## src/rtl/data_cache_pkg.sv

```systemverilog
// Shared definitions for the direct-mapped, write-back, write-allocate data
// cache: field widths of the CPU byte address and the controller state type.
package data_cache_pkg;

  localparam int TAG_W      = 3;
  localparam int INDEX_W    = 3;
  localparam int OFFSET_W   = 2;
  localparam int BLOCK_W    = 32;
  localparam int NUM_BLOCKS = 1 << INDEX_W;
  localparam int CPU_ADDR_W = TAG_W + INDEX_W + OFFSET_W;
  localparam int MEM_ADDR_W = TAG_W + INDEX_W;

  typedef enum logic [1:0] {
    ST_IDLE      = 2'd0,
    ST_WRITEBACK = 2'd1,
    ST_FETCH     = 2'd2
  } cache_state_e;

endpackage

```

## src/rtl/data_cache_fsm.sv

```systemverilog
// Miss-handling controller for data_cache: state register plus next-state
// and strobe decode.
//
// Ports:
//   clk, rst_n      clock, asynchronous active-low reset
//   req             CPU request present (READ | WRITE)
//   hit             addressed block is valid with a matching tag
//   victim_dirty    addressed block is valid and dirty (needs write-back)
//   mem_busywait    memory busy; a transfer completes on an edge where it is 0
//   state           current state (also used as a debug view)
//   busywait        CPU stall
//   mem_read        block-fetch strobe
//   mem_write       block write-back strobe
//   latch_miss      capture the missing address this cycle
//   wb_done         write-back completes at this edge
//   fill_done       fetch completes at this edge
module cache_fsm
  import data_cache_pkg::*;
(
  input  logic         clk,
  input  logic         rst_n,
  input  logic         req,
  input  logic         hit,
  input  logic         victim_dirty,
  input  logic         mem_busywait,
  output cache_state_e state,
  output logic         busywait,
  output logic         mem_read,
  output logic         mem_write,
  output logic         latch_miss,
  output logic         wb_done,
  output logic         fill_done
);

  cache_state_e state_q, state_d;

  always_ff @(posedge clk or negedge rst_n) begin
    if (!rst_n) begin
      state_q <= ST_IDLE;
    end else begin
      state_q <= state_d;
    end
  end

  always_comb begin
    state_d    = state_q;
    busywait   = 1'b0;
    mem_read   = 1'b0;
    mem_write  = 1'b0;
    latch_miss = 1'b0;
    wb_done    = 1'b0;
    fill_done  = 1'b0;
    case (state_q)
      ST_IDLE: begin
        if (req && !hit) begin
          busywait   = 1'b1;
          latch_miss = 1'b1;
          state_d    = victim_dirty ? ST_WRITEBACK : ST_FETCH;
        end
      end
      ST_WRITEBACK: begin
        busywait  = 1'b1;
        mem_write = 1'b1;
        if (!mem_busywait) begin
          wb_done = 1'b1;
          // A request abandoned during write-back has no block to fetch.
          state_d = req ? ST_FETCH : ST_IDLE;
        end
      end
      ST_FETCH: begin
        busywait = 1'b1;
        mem_read = 1'b1;
        if (!mem_busywait) begin
          fill_done = 1'b1;
          state_d   = ST_IDLE;
        end
      end
      default: state_d = ST_IDLE;
    endcase
  end

  assign state = state_q;

endmodule

```

## src/rtl/data_cache.sv

```systemverilog
// 8-block x 4-byte direct-mapped data cache, write-back and write-allocate.
// Holds the valid/dirty/tag/data arrays and the byte select; miss sequencing
// lives in cache_fsm.
//
// Ports:
//   CLK, RESET        clock, asynchronous active-low reset
//   READ, WRITE       CPU load/store request (level); both high acts as WRITE
//   ADDRESS           CPU byte address {tag[7:5], index[4:2], offset[1:0]}
//   WRITEDATA         CPU store byte
//   READDATA          load byte, 8'h00 whenever the address does not hit
//   BUSYWAIT          CPU stall
//   MEM_READ/WRITE    memory block read / write-back strobes
//   MEM_ADDRESS       memory block address {tag, index}
//   MEM_WRITEDATA     write-back block (byte0 in [7:0]), zero otherwise
//   MEM_READDATA      fetched block (byte0 in [7:0])
//   MEM_BUSYWAIT      memory busy
//   dbg_state         controller state, for observation only
//
// Handshakes: the CPU raises READ or WRITE and holds request, address and
// data until it sees BUSYWAIT low; that cycle is the completing one (read
// data valid, store committed on the following edge). Toward memory, a strobe
// is held with a stable address/data until an edge where MEM_BUSYWAIT is
// sampled low; that edge completes the transfer.
module data_cache
  import data_cache_pkg::*;
(
  input  logic                  CLK,
  input  logic                  RESET,
  input  logic                  READ,
  input  logic                  WRITE,
  input  logic [CPU_ADDR_W-1:0] ADDRESS,
  input  logic [7:0]            WRITEDATA,
  output logic [7:0]            READDATA,
  output logic                  BUSYWAIT,
  output logic                  MEM_READ,
  output logic                  MEM_WRITE,
  output logic [MEM_ADDR_W-1:0] MEM_ADDRESS,
  output logic [BLOCK_W-1:0]    MEM_WRITEDATA,
  input  logic [BLOCK_W-1:0]    MEM_READDATA,
  input  logic                  MEM_BUSYWAIT,
  output cache_state_e          dbg_state
);

  logic [TAG_W-1:0]    cpu_tag;
  logic [INDEX_W-1:0]  cpu_index;
  logic [OFFSET_W-1:0] cpu_offset;

  assign cpu_tag    = ADDRESS[OFFSET_W+INDEX_W +: TAG_W];
  assign cpu_index  = ADDRESS[OFFSET_W +: INDEX_W];
  assign cpu_offset = ADDRESS[OFFSET_W-1:0];

  logic [NUM_BLOCKS-1:0] valid_q, valid_d;
  logic [NUM_BLOCKS-1:0] dirty_q, dirty_d;
  logic [TAG_W-1:0]      tag_q  [NUM_BLOCKS];
  logic [TAG_W-1:0]      tag_d  [NUM_BLOCKS];
  logic [BLOCK_W-1:0]    data_q [NUM_BLOCKS];
  logic [BLOCK_W-1:0]    data_d [NUM_BLOCKS];

  // The miss address is captured when the miss is detected, so an abandoned
  // request (address no longer held) still completes at the right block.
  logic [TAG_W-1:0]      miss_tag_q, miss_tag_d;
  logic [INDEX_W-1:0]    miss_index_q, miss_index_d;

  logic         hit;
  logic         victim_dirty;
  logic         write_hit;
  logic         latch_miss;
  logic         wb_done;
  logic         fill_done;
  cache_state_e state;

  assign hit          = valid_q[cpu_index] && (tag_q[cpu_index] == cpu_tag);
  assign victim_dirty = valid_q[cpu_index] && dirty_q[cpu_index];
  // WRITE wins over READ, so a simultaneous READ is simply a store.
  assign write_hit    = (state == ST_IDLE) && WRITE && hit;

  cache_fsm u_fsm (
    .clk          (CLK),
    .rst_n        (RESET),
    .req          (READ | WRITE),
    .hit          (hit),
    .victim_dirty (victim_dirty),
    .mem_busywait (MEM_BUSYWAIT),
    .state        (state),
    .busywait     (BUSYWAIT),
    .mem_read     (MEM_READ),
    .mem_write    (MEM_WRITE),
    .latch_miss   (latch_miss),
    .wb_done      (wb_done),
    .fill_done    (fill_done)
  );

  assign dbg_state = state;

  always_comb begin
    miss_tag_d   = miss_tag_q;
    miss_index_d = miss_index_q;
    if (latch_miss) begin
      miss_tag_d   = cpu_tag;
      miss_index_d = cpu_index;
    end
  end

  always_comb begin
    valid_d = valid_q;
    dirty_d = dirty_q;
    tag_d   = tag_q;
    data_d  = data_q;
    // Once written back the block matches memory, so it is clean again.
    if (wb_done) begin
      dirty_d[miss_index_q] = 1'b0;
    end
    if (fill_done) begin
      data_d[miss_index_q]  = MEM_READDATA;
      tag_d[miss_index_q]   = miss_tag_q;
      valid_d[miss_index_q] = 1'b1;
      dirty_d[miss_index_q] = 1'b0;
    end
    if (write_hit) begin
      data_d[cpu_index][{cpu_offset, 3'b000} +: 8] = WRITEDATA;
      dirty_d[cpu_index] = 1'b1;
    end
  end

  always_ff @(posedge CLK or negedge RESET) begin
    if (!RESET) begin
      valid_q      <= '0;
      dirty_q      <= '0;
      miss_tag_q   <= '0;
      miss_index_q <= '0;
    end else begin
      valid_q      <= valid_d;
      dirty_q      <= dirty_d;
      miss_tag_q   <= miss_tag_d;
      miss_index_q <= miss_index_d;
    end
  end

  // Tag and data contents are qualified by valid, so they carry no reset.
  always_ff @(posedge CLK) begin
    tag_q  <= tag_d;
    data_q <= data_d;
  end

  always_comb begin
    READDATA = 8'h00;
    if (hit) begin
      READDATA = data_q[cpu_index][{cpu_offset, 3'b000} +: 8];
    end
  end

  always_comb begin
    MEM_ADDRESS   = '0;
    MEM_WRITEDATA = '0;
    case (state)
      ST_WRITEBACK: begin
        MEM_ADDRESS   = {tag_q[miss_index_q], miss_index_q};
        MEM_WRITEDATA = data_q[miss_index_q];
      end
      ST_FETCH: begin
        MEM_ADDRESS = {miss_tag_q, miss_index_q};
      end
      default: begin
        MEM_ADDRESS   = '0;
        MEM_WRITEDATA = '0;
      end
    endcase
  end

endmodule
```

## config.mk

```make
export PLATFORM = sky130hd
export DESIGN_NAME = data_cache
export DESIGN_NICKNAME = d
export VERILOG_FILES = /design/src/rtl/data_cache_pkg.sv /design/src/rtl/data_cache_fsm.sv /design/src/rtl/data_cache.sv
export SDC_FILE = /design/constraint.sdc
export NUM_CORES = 1
export LEC_CHECK = 0
export CELL_PAD_IN_SITES_DETAIL_PLACEMENT = 1
export CELL_PAD_IN_SITES_GLOBAL_PLACEMENT = 1
export CORE_ASPECT_RATIO = 1.25
export CORE_MARGIN = 5
export CORE_UTILIZATION = 52
export CTS_CLUSTER_SIZE = 24
export DETAILED_ROUTE_END_ITERATION = 8
export PLACE_DENSITY = 0.84
export SLEW_MARGIN = 20
export SYNTH_ARGS = -nofsm -noshare
export SYNTH_HDL_FRONTEND = slang
export SYNTH_SLANG_ARGS = --single-unit
```

## constraint.sdc

```tcl
create_clock -name CLK -period 5.79 [get_ports CLK]
set_clock_uncertainty 0.1 [all_clocks]
set_input_delay 0.579 -clock CLK [delete_from_list [all_inputs] [get_ports CLK]]
set_output_delay 0.579 -clock CLK [all_outputs]
set_load 0.02 [all_outputs]
```

Word level (Yosys, flattened, before mapping)
Cells that the tools add are included.

Bits in registers: 304. Input port bits: 53. Output and inout port bits: 51. Logic and storage cells: 111.

Add/subtract/negate cells: 1. Order comparisons: 8. Equality and inequality tests: 6. Shift-type cells: 3. Multiplexer cells: 51. Bitwise gates (word level): 8. Reductions and logical operators: 13.

Operators by type and width (count): 256-bit bitwise mux (2); 256-bit two-way mux (2); 32-bit two-way mux (7); 32-bit binary-select mux with 3-bit select (2); 32-bit demux with 3-bit select (2); 8-bit two-way mux (4); 8-bit by 7-bit variable shift with 32-bit output, first input constant (1); 32-bit by 6-bit indexed part select with 8-bit output (1); 8-bit by 7-bit indexed part select with 32-bit output (1); 24-bit bitwise mux (1); 3-bit binary-select mux with 3-bit select (2); 8-bit bitwise AND (2); 8-bit bitwise OR (2); 3-bit two-way mux (5); 6-bit one-hot mux with 2 select lines (1); 1-bit two-way mux (11); 2-bit two-way mux (5); 3-bit demux with 3-bit select (1); 1-bit logical AND (9); 4-bit greater-or-equal comparator, second input constant (2); 3-bit by 4-bit < comparator with 1-bit output, second input constant (2); 4-bit by 1-bit < comparator with 1-bit output, second input constant (2); 3-bit NOT with 4-bit output (2); 8-bit NOT (1); 16 further kinds (20).

Longest topological paths before layout
Gate-level depths: netlist of the first run.

Depth in word-level cells: 11. Depth in mapped cells: 11. Depth with buffers taken out: 7.

Cells and area by module
From an unflattened synthesis of the first run, not the netlist that was laid out.

Cell total of the unflattened synthesis: 1626. Area, all modules: 17062.6 µm².

By module, submodules not included: data_cache (times used 1, cells each 1601, area each 16819.9 µm², seq. area each 6396.1 µm²); cache_fsm (times used 1, cells each 25, area each 242.7 µm², seq. area each 50.0 µm²).

Worst setup path after synthesis of the first run
OpenSTA, ideal clock, no wires.

Kind: in2out. From: input port ADDRESS[2]. To: output port READDATA[0]. Arrival time: 3018 ps. Required time: 5111 ps. Setup slack: 2093 ps. Stages on the path: 10. Buffers on the path: 5. Path through: buf_2 buf_2 buf_2 or2_2 clkbuf_1 clkbuf_1 o22ai_1 nor4b_1 a21oi_1 a211oi_1.

Cells in the longest elaborated chain, start to end: 7. Elaborated cells on any way between the ends: 13. Those cells by class: 1 x eq/ne; 1 x shift; 9 x mux; 1 x bitwise; 1 x reduce/logical.

RTL lines: start: declaration (line data_cache.sv:31) `input logic [CPU_ADDR_W-1:0] ADDRESS,`; branches (longest 6 deep; another with 32-bit binary-select mux with 3-bit select); 8-bit two-way mux * (line data_cache.sv:147) `if (hit) begin`; end: declaration (line data_cache.sv:33) `output logic [7:0] READDATA,`.

Every way passes the cells marked *. The select of a mux whose other input is x is not followed.

Worst setup path in the final report of the first run
Ends and elaborated chain as after synthesis.

==> metrics.cfg, run 1 <==
[synth]
async_flop_share=0.0789
synth_area_leaders=dfxtp_1, mux2i_1, o22ai_1
synth_top_area_frac=0.302
yosysUniqueCellTypes=60
syn_avg_cell_area_sq_um=10.3
syn_area_sq_um=17000
synth-edff-count=24
seq_area_frac_synth=0.380
synth_area_leader_cell=dfxtp_1
syn_nets=1713
synth_warnings=0
ys.flop_type=dfxtp_1
synth_seq_cells=304
netlist_instances=1652

[clocking]
htreeDepth=2
cts.sinks=304
postCtsSetupBuffers=0
clockBufferDepth=3
cts_tree=done
clkTransAtPathRegs_ns=0.06
root_buffer=clkbuf_16
cts_made_buffers=35
insertion_delay_ns=0.53
ctsResizeCount=0
postCtsHoldBufs=0

[routing]
vias=16100
antenna_left=0
drc=0
first_pass_iters=6
routed_wl_um=72400
routedWlPerCell_um=34.2
vias_per_cell=7.59
drt-initial-drc-count=2248

[floorplanning]
boundaryPins=104
die_w_um=172
die_y_um=212
initial_core_util=0.522
coreArea_sq_um=32500
rows=74
dieArea_sq_um=36400

[critical_path]
cp_data_required_time_ns=5.11
startpoint_type=primary input
critPathCaptureType=output pin
critical_path.slowest_cell=nand2_1
cp_max_fo=31
critPathTopFamily=simple AND/OR/NAND/NOR gates
cp_num_buf_inv=3
arrival_ns=4.63
max_stage_delay_ns=0.74
crit_path_cell_trace=buf_2, buf_4, nor2b_1, nand2_1, o21ai_0, nor4b_1, a21oi_1, a211oi_1, clkdlybuf4s50_1
critical_path_class=in -> out

[sta]
fmax_mhz=188
setup_viol=0
slew_violations=0
worst_pin_slew_ns=1.26
rsz0062_at_grt=false
hold_viol_final=0
setup-tns-final_ns=0
relSlewSlack=0.162
fin_crit_ns=5.31
fin_crit_sh=0.916

[pwr]
p_leak_uw=0.00798
ir_worst_vdd_uv=463
p_per_area_nw_per_um2=511

[placement]
place_congestion=0.925
portBuffers=103
place_area_sq_um=18200
dp_hpwl_um=44700

[run_status]
status=completed

[global_routing]
grt_max_degree=38
antenna_found_initial=0
grt.overflow.total=0
grt_pass1_vias=16800
grt_pass1_wl_um=107000
gr-usage-all-layers=0.388

[final_layout]
layout-drive-gt1-share=0.110
mostFrequentLayoutCells=mux2i_1, dfxtp_1, o22ai_1
syn2layout_area_growth_pct=14.2
nets=1735
nFillCells=3406
fin_area_sq_um=19400
final_common_cell=mux2i_1

[min_path]
hold_path.class=reg -> reg

[run]
cap_violations=0

[cell families after synthesis]
group | count (synthesis) | share of synthesized area
muxes | 497 | 0.302
AOI/OAI and AO/OA | 416 | 0.171
DFF | 304 | 0.380
and+or+nand+nor | 246 | 0.0985
buffers and inverters | 178 | 0.0413
adders and majority gates | 8 | 0.00590
xor gates and xnor gates | 3 | 0.00155
[routing by layer]
layer / share of wire / wire length [um] / track usage / vias up
met3: 0.12 / 8410 / 0.0915 / 404
met2: 0.44 / 32100 / 0.599 / 1297
met1: 0.36 / 26100 / 0.484 / 7919
li1: - / - / - / 6453
met5: 0 / 0 / 0 / -
met4: 0.079 / 5750 / 0.251 / 0
[final timing paths]
check / slack (ns) / from / end / cells after the start
worst max-delay path: 0.48 / ADDRESS[2] / READDATA[0] / 9
worst min-delay path: 0.38 / valid_q[7] / valid_q[7] / 1
worst max register to register: 1.68 / tag_q[0] / data_q[126] / 7
worst min register to register: 0.38 / valid_q[7] / valid_q[7] / 1
max in group asynchronous: 4.72 / RESET / valid_q[6] / 2
min in group asynchronous: 0.49 / RESET / dirty_q[4] / 2
[cell usage after synthesis, types with 10 or more instances]
cell type  count
mux2i_1      464
dfxtp_1      256
o22ai_1      133
clkbuf_1     102
nand2_1       83
a22oi_1       70
buf_1         46
a221oi_1      41
o21ai_0       38
a22o_1        35
a31oi_1       35
nor3_1        27
nor2_1        26
dfrtp_1       24
edfxtp_1      24
nor4_4        24
mux2_2        22
a211oi_1      17
a21oi_1       17
inv_1         16
nand2b_1      15
nor2b_1       11
mux4_2        10
[final cells by class]
cell class                      count  area (sq um)  area share
Multi-Input combinational cell   1170          9900       0.511
Sequential cell                   304          6450       0.332
Timing Repair Buffer              144          1330      0.0688
Clock buffer                       50          1020      0.0528
Tap cell                          418           523      0.0270
Clock inverter                     11          87.6     0.00452
Inverter                           19          71.3     0.00368
Antenna cell                        2          5.00    0.000258
[power breakdown]
group	switching, uW	internal, uW	leakage [uW]
registers	1010	3170	0.00265
clock network	935	1280	0.000552
logic	2050	1470	0.00477
[registers in the layout (all words and copies together) (netlist names)]
name          count
data_q          256
tag_q            24
dirty_q           8
valid_q           8
miss_index_q      3
miss_tag_q        3
u_fsm.state       2
[stage by stage]
stage          hold slack (ns)  std cells  setup slack, ns  total power, uW   util
6_report                 0.376       2118            0.485             9910  0.597
5_1_grt                  0.394       2116            0.372            10300  0.597
4_1_cts                  0.378       2114            0.672             9710  0.596
3_5_place_dp             0.353       2053            0.728             7480  0.561
3_3_place_gp             0.349       2053            0.824             7210  0.561
2_1_floorplan            0.183       1652             2.09             6130      -
Note: power is estimated with default switching activity, not from simulation.
==> run 2: changes to the inputs <==
- ABC_CLOCK_PERIOD_IN_PS: default -> 5790
==> results of run 2 <==
The final DEF is identical to that of run 1; final timing and power are the same.
